[config.mk]
export PLATFORM = sky130hd
export DESIGN_NAME = start_lights_seq_flat
export DESIGN_NICKNAME = d
export VERILOG_FILES = /design/src/rtl/start_lights_seq_if.sv /design/src/rtl/start_lights_seq.sv /design/src/flat_wrapper.sv
export SDC_FILE = /design/constraint.sdc
export NUM_CORES = 1
export LEC_CHECK = 0
export CORE_ASPECT_RATIO = 1.4
export CORE_MARGIN = 3
export CORE_UTILIZATION = 25
export CTS_CLUSTER_SIZE = 10
export DETAILED_ROUTE_END_ITERATION = 7
export HOLD_SLACK_MARGIN = 0.12
export PLACE_DENSITY = 0.4
export SYNTH_ARGS = -nofsm -noshare
export SYNTH_HDL_FRONTEND = slang
export SYNTH_SLANG_ARGS = --single-unit
[constraint.sdc]
create_clock -name clk -period 3.5 [get_ports clk]
set_input_delay 0.525 -clock clk [delete_from_list [all_inputs] [get_ports clk]]
set_output_delay 0.525 -clock clk [all_outputs]
set_load 0.03 [all_outputs]
[src/rtl/start_lights_seq_if.sv]
// Bus between the reaction-game controller and the start-light sequencer.
// The master drives the strobes, trigger/response levels and the random
// delay; the slave (the sequencer) returns the lights and the result.
interface start_lights_seq_if #(
   parameter int N_LIGHTS = 10,
   parameter int DELAY_W  = 11,
   parameter int RT_W     = 12
) ();
   logic                tick;
   logic                ms_tick;
   logic                trigger;
   logic                resp;
   logic [DELAY_W-1:0]  rand_val;
   logic                lfsr_en;
   logic [N_LIGHTS-1:0] ledr;
   logic                go;
   logic                busy;
   logic                false_start;
   logic                timeout;
   logic                react_valid;
   logic [RT_W-1:0]     react_time;

   modport master (
      output tick, ms_tick, trigger, resp, rand_val,
      input  lfsr_en, ledr, go, busy, false_start, timeout, react_valid, react_time
   );

   modport slave (
      input  tick, ms_tick, trigger, resp, rand_val,
      output lfsr_en, ledr, go, busy, false_start, timeout, react_valid, react_time
   );
endinterface

[src/rtl/start_lights_seq.sv]
// Start-light sequencer and reaction timer: lights N_LIGHTS LEDs one per
// tick, holds for MIN_DELAY + rand_val ms, blanks the lights with a go
// pulse, then times the player's response with false-start and timeout
// detection. Every output comes straight from a flop.
module start_lights_seq #(
   parameter int N_LIGHTS  = 10,
   parameter int DELAY_W   = 11,
   parameter int MIN_DELAY = 200,
   parameter int RT_W      = 12,
   parameter int MAX_REACT = 2000
) (
   input logic               clk,
   input logic               rst_n,
   start_lights_seq_if.slave bus
);
   typedef enum logic [2:0] {
      S_IDLE, S_LIGHT, S_HOLD, S_REACT, S_DONE, S_FAULT
   } state_t;

   localparam int                IDX_W    = (N_LIGHTS > 1) ? $clog2(N_LIGHTS) : 1;
   localparam int                DLY_W    = DELAY_W + 1;
   localparam logic [IDX_W-1:0]  LAST_IDX = IDX_W'(N_LIGHTS - 1);
   localparam logic [RT_W-1:0]   MAX_RC   = RT_W'(MAX_REACT);

   state_t              state_q, state_d;
   logic [IDX_W-1:0]    idx_q, idx_d;
   logic [DLY_W-1:0]    dly_q, dly_d;
   logic [RT_W-1:0]     rc_q, rc_d;
   logic                trig_prev_q, resp_prev_q;
   logic [N_LIGHTS-1:0] ledr_q, ledr_d;
   logic                go_q, go_d;
   logic                busy_q, busy_d;
   logic                lfsr_en_q, lfsr_en_d;
   logic                false_start_q, false_start_d;
   logic                timeout_q, timeout_d;
   logic                react_valid_q, react_valid_d;
   logic [RT_W-1:0]     react_time_q, react_time_d;

   logic                trig_edge, resp_edge;
   logic [DLY_W-1:0]    dly_sum;
   logic [RT_W-1:0]     rc_inc;

   // Previous-value flops reset high, so a level held through reset is no edge.
   assign trig_edge = bus.trigger & ~trig_prev_q;
   assign resp_edge = bus.resp    & ~resp_prev_q;

   // Hold delay is widened by one bit so MIN_DELAY + rand_val never wraps.
   assign dly_sum = DLY_W'(MIN_DELAY) + {1'b0, bus.rand_val};
   assign rc_inc  = rc_q + RT_W'(1);

   // Next-state and next-output logic for the run sequence.
   always_comb begin
      // NOTE: every signal gets a default first so no path leaves one unassigned (no latch).
      state_d       = state_q;
      idx_d         = idx_q;
      dly_d         = dly_q;
      rc_d          = rc_q;
      ledr_d        = ledr_q;
      go_d          = 1'b0;
      false_start_d = false_start_q;
      timeout_d     = timeout_q;
      react_valid_d = react_valid_q;
      react_time_d  = react_time_q;

      unique case (state_q)
         S_IDLE, S_DONE, S_FAULT: begin
            if (trig_edge) begin
               state_d       = S_LIGHT;
               idx_d         = '0;
               ledr_d        = '0;
               false_start_d = 1'b0;
               timeout_d     = 1'b0;
               react_valid_d = 1'b0;
               react_time_d  = '0;
            end
         end
         S_LIGHT: begin
            if (resp_edge) begin
               state_d       = S_FAULT;
               false_start_d = 1'b1;
               ledr_d        = '1;
            end else if (bus.tick) begin
               ledr_d[idx_q] = 1'b1;
               if (idx_q == LAST_IDX) begin
                  state_d = S_HOLD;
                  dly_d   = (dly_sum == '0) ? DLY_W'(1) : dly_sum;
               end else begin
                  idx_d = idx_q + IDX_W'(1);
               end
            end
         end
         S_HOLD: begin
            if (resp_edge) begin
               state_d       = S_FAULT;
               false_start_d = 1'b1;
               ledr_d        = '1;
            end else if (bus.ms_tick) begin
               if (dly_q <= DLY_W'(1)) begin
                  state_d = S_REACT;
                  ledr_d  = '0;
                  go_d    = 1'b1;
                  rc_d    = '0;
               end else begin
                  dly_d = dly_q - DLY_W'(1);
               end
            end
         end
         S_REACT: begin
            if (resp_edge) begin
               state_d       = S_DONE;
               react_time_d  = rc_q;
               react_valid_d = 1'b1;
            end else if (bus.ms_tick) begin
               rc_d = rc_inc;
               if (rc_inc == MAX_RC) begin
                  state_d      = S_DONE;
                  timeout_d    = 1'b1;
                  react_time_d = MAX_RC;
               end
            end
         end
         default: state_d = S_IDLE;
      endcase

      busy_d    = (state_d == S_LIGHT) || (state_d == S_HOLD) || (state_d == S_REACT);
      lfsr_en_d = (state_d == S_LIGHT) || (state_d == S_HOLD);
   end

   // State, counters and registered outputs.
   always_ff @(posedge clk or negedge rst_n) begin
      if (!rst_n) begin
         state_q       <= S_IDLE;
         idx_q         <= '0;
         dly_q         <= '0;
         rc_q          <= '0;
         trig_prev_q   <= 1'b1;
         resp_prev_q   <= 1'b1;
         ledr_q        <= '0;
         go_q          <= 1'b0;
         busy_q        <= 1'b0;
         lfsr_en_q     <= 1'b0;
         false_start_q <= 1'b0;
         timeout_q     <= 1'b0;
         react_valid_q <= 1'b0;
         react_time_q  <= '0;
      end else begin
         // NOTE: non-blocking assignments so every flop samples pre-edge values.
         state_q       <= state_d;
         idx_q         <= idx_d;
         dly_q         <= dly_d;
         rc_q          <= rc_d;
         trig_prev_q   <= bus.trigger;
         resp_prev_q   <= bus.resp;
         ledr_q        <= ledr_d;
         go_q          <= go_d;
         busy_q        <= busy_d;
         lfsr_en_q     <= lfsr_en_d;
         false_start_q <= false_start_d;
         timeout_q     <= timeout_d;
         react_valid_q <= react_valid_d;
         react_time_q  <= react_time_d;
      end
   end

   assign bus.ledr        = ledr_q;
   assign bus.go          = go_q;
   assign bus.busy        = busy_q;
   assign bus.lfsr_en     = lfsr_en_q;
   assign bus.false_start = false_start_q;
   assign bus.timeout     = timeout_q;
   assign bus.react_valid = react_valid_q;
   assign bus.react_time  = react_time_q;
endmodule

[src/flat_wrapper.sv]
// flat-port wrapper written by rule: the top's interface ports become plain ports
module start_lights_seq_flat 
#(
   parameter int N_LIGHTS  = 10,
   parameter int DELAY_W   = 11,
   parameter int MIN_DELAY = 200,
   parameter int RT_W      = 12,
   parameter int MAX_REACT = 2000
)
  (clk, rst_n, bus_tick, bus_ms_tick, bus_trigger, bus_resp, bus_rand_val, bus_lfsr_en, bus_ledr, bus_go, bus_busy, bus_false_start, bus_timeout, bus_react_valid, bus_react_time);
  start_lights_seq_if #(.N_LIGHTS(N_LIGHTS), .DELAY_W(DELAY_W), .RT_W(RT_W)) bus_i ();
  input logic clk;
  input logic rst_n;
  input wire logic [$bits(bus_i.tick)-1:0] bus_tick;
  input wire logic [$bits(bus_i.ms_tick)-1:0] bus_ms_tick;
  input wire logic [$bits(bus_i.trigger)-1:0] bus_trigger;
  input wire logic [$bits(bus_i.resp)-1:0] bus_resp;
  input wire logic [$bits(bus_i.rand_val)-1:0] bus_rand_val;
  output wire logic [$bits(bus_i.lfsr_en)-1:0] bus_lfsr_en;
  output wire logic [$bits(bus_i.ledr)-1:0] bus_ledr;
  output wire logic [$bits(bus_i.go)-1:0] bus_go;
  output wire logic [$bits(bus_i.busy)-1:0] bus_busy;
  output wire logic [$bits(bus_i.false_start)-1:0] bus_false_start;
  output wire logic [$bits(bus_i.timeout)-1:0] bus_timeout;
  output wire logic [$bits(bus_i.react_valid)-1:0] bus_react_valid;
  output wire logic [$bits(bus_i.react_time)-1:0] bus_react_time;
  assign bus_i.tick = bus_tick;
  assign bus_i.ms_tick = bus_ms_tick;
  assign bus_i.trigger = bus_trigger;
  assign bus_i.resp = bus_resp;
  assign bus_i.rand_val = bus_rand_val;
  assign bus_lfsr_en = bus_i.lfsr_en;
  assign bus_ledr = bus_i.ledr;
  assign bus_go = bus_i.go;
  assign bus_busy = bus_i.busy;
  assign bus_false_start = bus_i.false_start;
  assign bus_timeout = bus_i.timeout;
  assign bus_react_valid = bus_i.react_valid;
  assign bus_react_time = bus_i.react_time;
  start_lights_seq #(.N_LIGHTS(N_LIGHTS), .DELAY_W(DELAY_W), .MIN_DELAY(MIN_DELAY), .RT_W(RT_W), .MAX_REACT(MAX_REACT)) u_core (.clk(clk), .rst_n(rst_n), .bus(bus_i));
endmodule
Word level (Yosys, flattened, before mapping)
Cells that the tools add are included.
{"block": "classes", "shift": 0, "add_sub_neg": 4, "mux": 56, "n_div": 0, "multipliers": 0, "n_lt_le_gt_ge": 3, "n_eq_ne": 29, "bitwise": 5, "n_reduce_logical": 21}
{"operator": "$mux W12", "count": 16}
{"operator": "$pmux W12 S2", "count": 3}
{"operator": "$mux W10", "count": 6}
{"operator": "$mux W3", "count": 10}
{"operator": "$pmux W10 S3", "count": 1}
{"operator": "$mux W4", "count": 4}
{"operator": "$ne A2 B2 Y1 const B", "count": 8}
{"operator": "$reduce_and A5 Y1", "count": 3}
{"operator": "$add A12 B1 Y12 const B", "count": 1}
{"operator": "$add A8 B11 Y12 const A", "count": 1}
{"operator": "$eq A12 B11 Y1 const B", "count": 1}
{"operator": "$eq A3 B2 Y1 const B", "count": 4}
{"operator": "$le A12 B1 Y1 const B", "count": 1}
{"operator": "$logic_not A12 Y1", "count": 1}
{"operator": "$ne A2 B1 Y1 const B", "count": 6}
{"operator": "$pmux W3 S4", "count": 1}
{"operator": "$sub A12 B1 Y12 const B", "count": 1}
{"operator": "$mux W1", "count": 10}
{"operator": "$or A10 B10 Y10", "count": 1}
{"operator": "$reduce_bool A2 Y1", "count": 5}
{"operator": "$ne A3 B2 Y1 const B", "count": 3}
{"operator": "$pmux W4 S2", "count": 1}
{"operator": "$reduce_and A7 Y1", "count": 1}
{"operator": "$eq A3 B1 Y1 const B", "count": 2}
{"operator": "other kinds (19)", "count": 27}
{"block": "totals", "rom_bits": 0, "regBits": 61, "elab_cells": 132, "memories": 0, "mem_bits_rw": 0, "output_inout_bits": 28, "latch_bits": 0, "inputBits": 17}

Depth between registers and ports, before layout
Gate-level depths: netlist of the first run.
{"block": "logic_depth", "word_depth": 9, "depth_mapped": 9}

Worst setup path before layout of the first run
No wires, ideal clock.
{"block": "synth_timing", "path_type": "reg-to-reg", "startpoint": "register u_core.dly_q[7]", "endpoint": "register u_core.ledr_q[8], in the netlist u_core.bus.ledr[8]", "path_stages_with_launch": 8, "required_time_ps": 3379, "period_less_slack_ps": 2281, "slack_ps": 1219, "arrival_time_ps": 2160, "path_cell_list": "dfrtp_1 or4_1 or4_4 a21oi_2 o21ai_1 nand2b_4 buf_6 o22a_1"}
{"block": "synth_via", "elab_chain_len": 3}
{"element": "from (decl)", "line_no": "start_lights_seq.sv:27", "rtl": "logic [DLY_W-1:0] dly_q, dly_d;"}
{"element": "from (signal assigned)", "line_no": "start_lights_seq.sv:150", "rtl": "dly_q <= dly_d;"}
{"element": "$le A12 B1 Y1", "line_no": "start_lights_seq.sv:98", "rtl": "if (dly_q <= DLY_W'(1)) begin"}
{"element": "$ne A3 B1 Y1 (no line)"}
{"element": "$reduce_and A5 Y1 (no line)"}
{"element": "to (signal assigned)", "line_no": "start_lights_seq.sv:154", "rtl": "ledr_q <= ledr_d;"}
{"element": "to (decl)", "line_no": "start_lights_seq.sv:30", "rtl": "logic [N_LIGHTS-1:0] ledr_q, ledr_d;"}
Every way passes these cells.
A chain may end at the register's enable or synchronous reset.

Worst setup path in the final report of the first run
{"block": "layout_timing", "startpoint": "register u_core.state_q[2]", "endpoint": "register u_core.rc_q[2]"}
{"block": "layout_via", "elab_chain_len": 3, "word_cells_on_any_way": 10}
{"element": "from (decl)", "line_no": "start_lights_seq.sv:25", "rtl": "state_t state_q, state_d;"}
{"element": "from (signal assigned)", "line_no": "start_lights_seq.sv:148", "rtl": "state_q <= state_d;"}
{"element": "$eq A3 B2 Y1", "line_no": "start_lights_seq.sv:65", "rtl": "unique case (state_q)"}
{"element": "$ne A2 B2 Y1 (no line) (tied with other cells)"}
{"element": "$reduce_and A6 Y1 (no line)"}
{"element": "to (signal assigned)", "line_no": "start_lights_seq.sv:151", "rtl": "rc_q <= rc_d;"}
{"element": "to (decl)", "line_no": "start_lights_seq.sv:28", "rtl": "logic [RT_W-1:0] rc_q, rc_d;"}
Parallel ways exist; a longest one is shown, timed or not.

==> results.md, run 1 <==
- Leakage power summed over all cells: 0.00169 µW
- Register-to-Register Path Depth: 5
- FF+latch count, synth: 61
- GR Overflow Total: 0
- Final Cycle Share: about 76%
- Number of fillers in the final layout: about 1400
- Most frequent cells in the layout: sky130_fd_sc_hd__dfrtp_1, sky130_fd_sc_hd__clkdlybuf4s50_1, sky130_fd_sc_hd__a21oi_1, sky130_fd_sc_hd__o21ai_0, sky130_fd_sc_hd__nor2_1
- Syn Area/Cell: around 9.3 µm²
- Starting density of the core: about a quarter
- Number of instances on the worst hold path: 2
- Port Buf Inserts: 44
- # IOs: between 40 and 50
- Maximum buffer depth of the clock tree: 2
- Maximum vdd ir drop: 0.259 mV
- Total vias in the final route: a little under 3000
- Clock insertion delay at the later pin of the skew report: ~0.33 ns
- Pin count of the biggest net entering global routing: 31
- Nets in the synthesized netlist: 392
- Power per Cell Area: a little over 700 nW/µm²
- Share of post-route cells with drive strength above 1: 10.2%
- Most area-consuming cells after synthesis: sky130_fd_sc_hd__dfrtp_1, sky130_fd_sc_hd__a21oi_1, sky130_fd_sc_hd__o21ai_0
- Post-synthesis instance total: 367
- Crit Path Class: reg2reg
- Root cell of the clock tree: sky130_fd_sc_hd__clkbuf_16
- Routed length per instance: roughly 16 µm
- Worst clock skew: between 0.005 and 0.006 ns
- Post-synth EDFFs: 0
- First DRT Iteration DRCs: approximately 100
- Synth top area share: about 43%
- Worst Hold Class: reg2reg
- Initial antenna violation count: 0
- Outcome: finished clean
- Synth Cell Area: 3410 µm²
- Final core occ: between 30% and 40%
- Data required, critical path: 3.70 ns
- Number of nets with antenna violations after routing: 0
- Kind of end point of the critical path: flop
- Antenna fix cells: 0
- HPWL reported at the end of detailed placement: about 7000 µm
- Area of the die: approximately 15000 µm²
- Sum of negative setup slack: 0 ns
- Highest net fanout along the worst path: 17
- Routability-driven placement congestion ratio: 0.801
- Dominant synthesized flop cell: sky130_fd_sc_hd__dfrtp_1
- Vias in the first global route: 3039
- Highest clock rate: 0.378 GHz
- First-pass GRT wire length: approximately 16000 µm
- Endpoint of the lowest-slack register-to-register path: u_core.rc_q[2]
- Y dimension of the die: 144 µm
- Startpoint of the worst register-to-register path: u_core.state_q[2]
- Hold violation total from the final report: 0
- Cell accounting for the most synthesized area: sky130_fd_sc_hd__dfrtp_1
- Startpoint type of the worst setup path: flop
- Number of warning messages in the yosys log: 0
- Number of distinct library cells after synthesis: 57
- CTS H-Tree Depth: 3
- Total core area: 13100 µm²
- TritonCTS buffer count: 9
- First-pass iteration count of the detailed router: 4
- Async set-reset flop share out of synthesis: 100%
- Area growth from synthesis to final layout: 25.8%
- Worst hold path startpoint: u_core.bus.react_valid
- Clock tree from TritonCTS: yes
- Max transition margin: between 30% and 40%
- Number of max-slew violations in the final report: 0
- Overall fraction of global-route tracks in use: roughly an eighth
- Post-layout instance count excluding filler cells: about 600
- Part of the Yosys area used for sequential elements: about 45%
- Terminating pin of the worst hold path: u_core.bus.react_valid
- Worst Max-Slew Pin Slew: 0.961 ns
- Most common library cell in the layout ignoring fill and taps: sky130_fd_sc_hd__dfrtp_1
- Unrepaired setup endpoints after global routing: false
- Register clock-pin slew on the reported worst setup and hold paths: 0.05 ns
- Total chip power: ~3100 µW
- Post-route DRC violation count: 0
- Setup violators final: 0
- Total routed wirelength: roughly 9600 µm
- Post-cts repair resize count: 0
- Nets: 430
- Number of core rows: between 40 and 50
- Max capacitance violation total: 0
- WP data arrival: roughly 2.8 ns
- Setup slack on the worst flop-to-flop path: ~0.86 ns
- Vias per inst: between 5 and 6
- Placed instance count: between 500 and 600
- Crit path time final: around 2.6 ns
- Die extent in x: roughly 100 µm
- Sinks on Clock Net: 61
[stage by stage]
stage	instance area, µm²	setup slack [ns]	hold WS [ns]
after floorplan	3410	1.22	0.229
after global placement	4020	0.831	0.458
after detailed placement	4020	0.833	0.464
after CTS	4290	0.821	0.483
after global routing	4290	0.508	0.502
final	4290	0.856	0.477
[cell usage after synthesis (4+ instances only)]
cell type	count
sky130_fd_sc_hd__a21oi_1	30
sky130_fd_sc_hd__a22o_1	9
sky130_fd_sc_hd__a31oi_1	4
sky130_fd_sc_hd__and2_1	8
sky130_fd_sc_hd__buf_2	8
sky130_fd_sc_hd__clkbuf_1	17
sky130_fd_sc_hd__dfrtp_1	59
sky130_fd_sc_hd__ha_1	8
sky130_fd_sc_hd__inv_1	6
sky130_fd_sc_hd__nand2_1	25
sky130_fd_sc_hd__nand2b_1	5
sky130_fd_sc_hd__nand3_1	15
sky130_fd_sc_hd__nand4_1	4
sky130_fd_sc_hd__nor2_1	26
sky130_fd_sc_hd__nor2b_1	4
sky130_fd_sc_hd__nor3_1	8
sky130_fd_sc_hd__nor3b_1	6
sky130_fd_sc_hd__o211ai_1	6
sky130_fd_sc_hd__o21ai_0	29
sky130_fd_sc_hd__o221a_2	6
sky130_fd_sc_hd__o22ai_1	6
sky130_fd_sc_hd__o2bb2ai_1	10
sky130_fd_sc_hd__o31ai_1	7
sky130_fd_sc_hd__or3_1	4
sky130_fd_sc_hd__xor2_1	7
[how the worst max path moves through the flow]
stage / startpoint / endpoint / slack [ns] / cells after the start
after floorplan: u_core.dly_q[7] / u_core.bus.ledr[8] / 1.22 / 7
after global placement: bus_trigger / u_core.idx_q[3] / 0.83 / 7
after detailed placement: bus_trigger / u_core.idx_q[3] / 0.83 / 7
after CTS: u_core.state_q[2] / u_core.rc_q[6] / 0.82 / 5
after global routing: u_core.state_q[2] / u_core.rc_q[3] / 0.51 / 5
final: u_core.state_q[2] / u_core.rc_q[2] / 0.86 / 5
[area by class of cell]
class / count / area, µm² / area share [%]
clock buffer: 11 / 233 / 5.42
clock inverter: 5 / 27.5 / 0.641
sequential: 61 / 1530 / 35.6
tap: 178 / 223 / 5.19
inverter: 6 / 22.5 / 0.524
timing repair buffer: 54 / 513 / 11.9
multi-input combinational: 273 / 1750 / 40.7
[logic make-up after synthesis]
group / Yosys count / share of synthesized area [%]
compound gates: 129 / 25.9
buf+inv: 33 / 4.18
flops: 61 / 44.8
xor+xnor: 10 / 2.57
fa+ha+maj: 8 / 2.93
simple gates: 126 / 19.6
[metal layers]
metal  share of wire [%]  track usage [%]  vias up
met1                  43             15.3     1458
met4                 1.7             6.15        0
met3                 3.9             2.86       10
met2                  52             23.6       70
met5                   0                0        -
li1                    -                -     1439
[state kept, by name, summed over array words and instances (netlist names)]
| name | flops |
|---|---|
| u_core.bus.react_time | 12 |
| u_core.dly_q | 12 |
| u_core.rc_q | 12 |
| u_core.bus.ledr | 10 |
| u_core.idx_q | 4 |
| u_core.state_q | 3 |
| u_core.bus.busy | 1 |
| u_core.bus.false_start | 1 |
| u_core.bus.go | 1 |
| u_core.bus.lfsr_en | 1 |
| u_core.bus.react_valid | 1 |
| u_core.bus.timeout | 1 |
| u_core.resp_prev_q | 1 |
| u_core.trig_prev_q | 1 |
[worst max-delay path, cell delays in order, from the launching register on]
cell                       delay, ns
sky130_fd_sc_hd__dfrtp_1        0.48
sky130_fd_sc_hd__or3b_2         0.66
sky130_fd_sc_hd__nor4_1         0.48
sky130_fd_sc_hd__o211ai_1       0.48
sky130_fd_sc_hd__o21ai_0        0.28
sky130_fd_sc_hd__o21ai_0        0.12
[report_power, final]
| group | internal [µW] | switching [µW] | leakage [µW] |
|---|---|---|---|
| combinational | 516 | 684 | 0.000790 |
| clock | 474 | 328 | 0.000129 |
| sequential | 920 | 198 | 0.000766 |
| total | 1910 | 1210 | 0.00169 |
[timing repair]
item / in CTS / in global routing
setup buffers: 0 / 0
endpoints found under the setup margin: 0 / 0
endpoints found under the hold margin: 11 / 0
hold buffers: 1 / 0
No activity file was read; power rests on OpenSTA's default activity.
==> run 2: changes to the inputs <==
==> constraint.sdc (replaced) <==
create_clock -name clk -period 2.67 [get_ports clk]
set_input_delay 0.4005 -clock clk [delete_from_list [all_inputs] [get_ports clk]]
set_output_delay 0.4005 -clock clk [all_outputs]
set_load 0.03 [all_outputs]
==> run 2 against run 1 <==
Combinational power up 41%; critical endpoint is now u_core.dly_q[9]; via count decreased by 0.37%; sequential power is 29% higher.
==> results.md, run 2 (synthesis gave the netlist of run 1 again) <==
- Data required, critical path: roughly 2.9 ns
- Total setup buffers inserted after CTS: 0
- Vias in the first global route: 3136
- Crit Path Class: reg2reg
- Max capacitance violation total: 0
- Maximum vdd ir drop: roughly 0.33 mV
- Total core area: approximately 13000 µm²
- Port Buf Inserts: between 40 and 50
- Startpoint type of the worst setup path: flop
- Clock insertion delay at the later pin of the skew report: between 0.3 and 0.4 ns
- Total vias in the final route: around 3000
- Worst clock skew: around 0.0088 ns
- Die extent in x: roughly 100 µm
- Initial antenna violation count: 0
- Placed Area: roughly 4200 µm²
- Number of nets with antenna violations after routing: 0
- First DRT Iteration DRCs: 97
- Y dimension of the die: roughly 140 µm
- Crit path from: u_core.dly_q[7]
- TritonCTS buffer count: 9
- Routability-driven placement congestion ratio: 0.761
- Outcome: finished clean
- First-pass iteration count of the detailed router: 4
- HPWL reported at the end of detailed placement: between 7000 and 8000 µm
- # IOs: 45
- Startpoint of the worst register-to-register path: u_core.dly_q[7]
- Overall fraction of global-route tracks in use: 13.4%
- Most frequent cells in the layout: sky130_fd_sc_hd__dfrtp_1, sky130_fd_sc_hd__clkdlybuf4s50_1, sky130_fd_sc_hd__a21oi_1, sky130_fd_sc_hd__o21ai_0
- Sinks on Clock Net: 61
- Leakage power summed over all cells: between 0.0015 and 0.002 µW
- Number of core rows: 49
- Worst Max-Slew Pin Slew: 0.787 ns
- Crit path time final: approximately 2.5 ns
- Number of max-slew violations in the final report: 0
- Vias per inst: between 4 and 5
- Hold violation total from the final report: 0
- Total chip power: between 4000 and 5000 µW
- Sum of negative setup slack: 0 ns
- WP data arrival: 2.66 ns
- Routed length per instance: roughly 16 µm
- Finished Cell Area: 4550 µm²
- Starting density of the core: 26.0%
- Placed instance count: 589
- Kind of end point of the critical path: flop
- Highest net fanout along the worst path: 10
- Setup violators final: 0
- Post-route DRC violation count: 0
- Clock tree from TritonCTS: yes
- Pin count of the biggest net entering global routing: 38
- Area growth from synthesis to final layout: 33.2%
- Worst Hold Class: reg2reg
- Nets: approximately 450
- Final Cycle Share: 91.8%
- Register-to-Register Path Depth: 6
- Highest clock rate: between 0.4 and 0.5 GHz
- GR Overflow Total: 0
- Most common library cell in the layout ignoring fill and taps: sky130_fd_sc_hd__dfrtp_1
- Series of cell instances along the critical path: or4_1 > or4_4 > nand2_1 > a211o_1 > nor2_1 > o22a_1
- Post-layout instance count excluding filler cells: 606
- Maximum buffer depth of the clock tree: 2
- Total routed wirelength: 9560 µm
- Unrepaired setup endpoints after global routing: false
- Share of post-route cells with drive strength above 1: between 10% and 20%
- Register clock-pin slew on the reported worst setup and hold paths: around 0.050 ns
- Power per Cell Area: roughly 990 nW/µm²
- Antenna fix cells: 0
- CTS H-Tree Depth: 3
- Area of the die: between 15000 and 20000 µm²
- First-pass GRT wire length: between 15000 and 20000 µm
- Cell with the biggest individual delay on the critical path: sky130_fd_sc_hd__or4_1
- Setup slack on the worst flop-to-flop path: between 0.2 and 0.25 ns
- Max transition margin: ~47%
- Max incr delay on CP: between 0.5 and 0.6 ns
- Critical path endpoint: u_core.dly_q[9]
- Endpoint of the lowest-slack register-to-register path: u_core.dly_q[9]
- Root cell of the clock tree: sky130_fd_sc_hd__clkbuf_16
==> run 2: cell count changes in the layout (fill, tap and decap cells not counted) <==
cell / previous run / this run
sky130_fd_sc_hd__buf_4: 9 / 26
sky130_fd_sc_hd__bufinv_16: 0 / 3
sky130_fd_sc_hd__nor3b_1: 5 / 4
sky130_fd_sc_hd__clkbuf_8: 0 / 3
sky130_fd_sc_hd__clkinvlp_4: 1 / 0
sky130_fd_sc_hd__nor3b_2: 1 / 2
sky130_fd_sc_hd__clkbuf_1: 2 / 1
sky130_fd_sc_hd__buf_12: 0 / 1
sky130_fd_sc_hd__clkinv_2: 4 / 0
==> run 2: per-stage QoR <==
| stage | hold slack, ns | util (%) | worst slack, ns |
|---|---|---|---|
| global placement | 0.467 | 31.8 | 0.229 |
| detailed placement | 0.461 | 31.8 | 0.212 |
| CTS | 0.492 | 34.6 | 0.202 |
| global route | 0.521 | 34.7 | 0.0813 |
| floorplan | 0.105 | - | 0.389 |
| finish | 0.483 | 34.7 | 0.219 |
==> run 2: critical path, delay by kind of cell, from the launching register on <==
family,cells,cell delay (ns)
AND/OR/NAND/NOR,4,1.37
AO/OA/AOI/OAI,2,0.51
flip-flops,1,0.45
==> run 2: power breakdown <==
group | internal, µW | total, µW | switching (µW)
Sequential | 1210 | 1440 | 232
Clock | 988 | 1390 | 400
Combinational | 742 | 1690 | 949
==> run 2: repair_timing <==
item,4_1_cts,5_1_grt
gates resized for setup,0,1
endpoints found under the setup margin,0,1
hold buffers,1,0
hold endpoints to repair,7,0
==> run 2: how the worst min path moves through the flow <==
stage / startpoint / to / slack [ns] / depth (start not counted)
global placement: rst_n / u_core.bus.react_valid / 0.47 / 1
floorplan: rst_n / u_core.bus.busy / 0.10 / 0
global route: u_core.bus.react_valid / u_core.bus.react_valid / 0.52 / 2
detailed placement: rst_n / u_core.bus.react_valid / 0.46 / 1
CTS: u_core.bus.ledr[2] / u_core.bus.ledr[2] / 0.49 / 1
finish: u_core.bus.react_valid / u_core.bus.react_valid / 0.48 / 2
==> run 2: layout make-up <==
type / count / area, µm²
inverters: 6 / 22.5
repair buffers: 72 / 661
well taps: 178 / 223
clock inverters: 3 / 90.1
multi-input cells: 273 / 1750
clock buffers: 13 / 270
flip-flops and latches: 61 / 1530
fillers: 1380 / 8570
==> run 2: layer usage <==
metal	vias to the layer above	share of wire [%]	global-route usage (%)
li1	1477	-	-
met1	1414	43	15.3
met2	60	51	24.1
met3	15	3.4	2.77
met4	0	1.9	6.29
met5	-	0	0
==> run 3: changes to the inputs <==
==> constraint.sdc (replaced) <==
create_clock -name clk -period 2.7 [get_ports clk]
set_input_delay 0.405 -clock clk [delete_from_list [all_inputs] [get_ports clk]]
set_output_delay 0.405 -clock clk [all_outputs]
set_load 0.03 [all_outputs]
==> run 3 against run 2 <==
Global-route usage is 0.13 points higher; critical path depth stayed put; cell count is 0.33% lower; clock power is 9% lower; critical endpoint unchanged; largest cell class unchanged.
==> results.md, run 3 (synthesis gave the netlist of run 1 again) <==
- Outcome: finished clean
- Die extent in x: approximately 100 µm
- Worst Hold Class: in2async
- Data required, critical path: 2.92 ns
- Hold violation total from the final report: 0
- # IOs: 45
- Initial antenna violation count: 0
- Crit Path Class: reg2reg
- Most common library cell in the layout ignoring fill and taps: sky130_fd_sc_hd__dfrtp_1
- First-pass GRT wire length: ~16000 µm
- Total chip power: around 4300 µW
- Nets: between 400 and 500
- Unrepaired setup endpoints after global routing: false
- Clock tree from TritonCTS: yes
- First DRT Iteration DRCs: approximately 120
- Series of cell instances along the critical path: or4_1 > or4_4 > nand2_1 > a211o_1 > nor2_1 > o22a_1
- Sum of negative setup slack: 0 ns
- Endpoint of the lowest-slack register-to-register path: u_core.dly_q[9]
- GR Overflow Total: 0
- Setup slack on the worst flop-to-flop path: between 0.2 and 0.3 ns
- Number of nets with antenna violations after routing: 0
- HPWL reported at the end of detailed placement: 7060 µm
- Total vias in the final route: between 2000 and 3000
- Most frequent cells in the layout: sky130_fd_sc_hd__dfrtp_1, sky130_fd_sc_hd__clkdlybuf4s50_1, sky130_fd_sc_hd__a21oi_1, sky130_fd_sc_hd__o21ai_0, sky130_fd_sc_hd__nor2_1
- Y dimension of the die: roughly 140 µm
- Clock insertion delay at the later pin of the skew report: between 0.3 and 0.4 ns
- Finished Cell Area: approximately 4500 µm²
- Crit path time final: roughly 2.4 ns
- Highest clock rate: 0.411 GHz
- Post-place setup slack: around 0.045 ns
- Highest net fanout along the worst path: 10
- WP data arrival: approximately 2.7 ns
- Register-to-Register Path Depth: 6
- Post-route DRC violation count: 0
- Final core occ: about a third
- Number of max-slew violations in the final report: 0
- Antenna fix cells: 0
- Startpoint type of the worst setup path: flop
- Routability-driven placement congestion ratio: approximately 0.75
- Routed length per instance: about 16 µm
- Total core area: 13100 µm²
- Root cell of the clock tree: sky130_fd_sc_hd__clkbuf_16
- TritonCTS buffer count: 9
- Cell with the biggest individual delay on the critical path: sky130_fd_sc_hd__or4_1
- Maximum vdd ir drop: roughly 0.30 mV
- Maximum buffer depth of the clock tree: 2
- Worst Max-Slew Pin Slew: 0.797 ns
- Max capacitance violation total: 0
- Vias in the first global route: just over 3000
- First-pass iteration count of the detailed router: 4
- Worst clock skew: roughly 0.0057 ns
- Max incr delay on CP: 0.60 ns
- Setup violators final: 0
- Share of post-route cells with drive strength above 1: between 10 and 15%
- Pin count of the biggest net entering global routing: 36
- Number of core rows: slightly below 50
- CTS H-Tree Depth: 3
- Max transition margin: 46.7%
- Vias per inst: between 4 and 5
- Port Buf Inserts: 44
- Overall fraction of global-route tracks in use: 13.5%
- Area growth from synthesis to final layout: 32.1%
- Placed Area: roughly 4200 µm²
- Leakage power summed over all cells: ~0.0018 µW
- Power per Cell Area: just under 1000 nW/µm²
- Kind of end point of the critical path: flop
- Total routed wirelength: 9620 µm
- Startpoint of the worst register-to-register path: u_core.dly_q[7]
- Area of the die: between 15000 and 20000 µm²
- Final Cycle Share: 90.2%
- Sinks on Clock Net: between 60 and 70
- Starting density of the core: a little over a quarter
- Register clock-pin slew on the reported worst setup and hold paths: roughly 0.050 ns
- Final worst setup slack: about 0.26 ns
==> run 3: worst max path at each step <==
stage	from	end	cells after the start
2_1_floorplan	u_core.dly_q[7]	u_core.bus.ledr[8]	7
5_1_grt	u_core.rc_q[1]	u_core.bus.react_time[7]	7
3_3_place_gp	u_core.rc_q[1]	u_core.bus.react_time[0]	7
3_5_place_dp	u_core.rc_q[0]	u_core.bus.react_time[5]	7
6_report	u_core.dly_q[7]	u_core.dly_q[9]	6
4_1_cts	u_core.rc_q[1]	u_core.bus.react_time[10]	7
==> run 3: per-stage QoR <==
stage / std cells / hold WS, ns
after floorplan: 367 / 0.109
after global placement: 588 / 0.465
after detailed placement: 588 / 0.464
after CTS: 604 / 0.135
after global routing: 604 / 0.171
final: 604 / 0.118
==> run 3: final cells by class <==
| type | count | area [µm²] |
|---|---|---|
| fill | 1388 | 8610 |
| multi-input combinational | 273 | 1760 |
| sequential | 61 | 1530 |
| timing repair buffer | 70 | 643 |
| clock buffer | 12 | 256 |
| tap | 178 | 223 |
| clock inverter | 4 | 70.1 |
| inverter | 6 | 22.5 |
==> run 3: power by group <==
part / total [µW] / internal (µW) / leakage [µW] / switching, µW
logic: 1610 / 712 / 0.000899 / 894
clock network: 1270 / 855 / 0.000163 / 415
registers: 1460 / 1190 / 0.000765 / 264
total: 4330 / 2760 / 0.00183 / 1570
==> run 3: metal layers <==
layer | vias to the layer above | global-route usage [%] | wire, µm
met5 | - | 0 | 0
met4 | 0 | 5.60 | 169
met1 | 1442 | 15.5 | 4150
met2 | 57 | 24.4 | 4990
li1 | 1474 | - | -
met3 | 14 | 2.99 | 317
==> run 3: what timing repair did <==
action | in CTS | in global routing
setup buffers | 0 | 0
hold buffers | 0 | 0
setup endpoints to repair | 0 | 12
resized for setup | 0 | 5
==> run 3: worst max-delay path, delay by kind of cell, from the launching register on <==
kind               cells  cell delay [ns]
AOI/OAI and AO/OA      2             0.51
DFF                    1             0.44
and+or+nand+nor        4             1.38
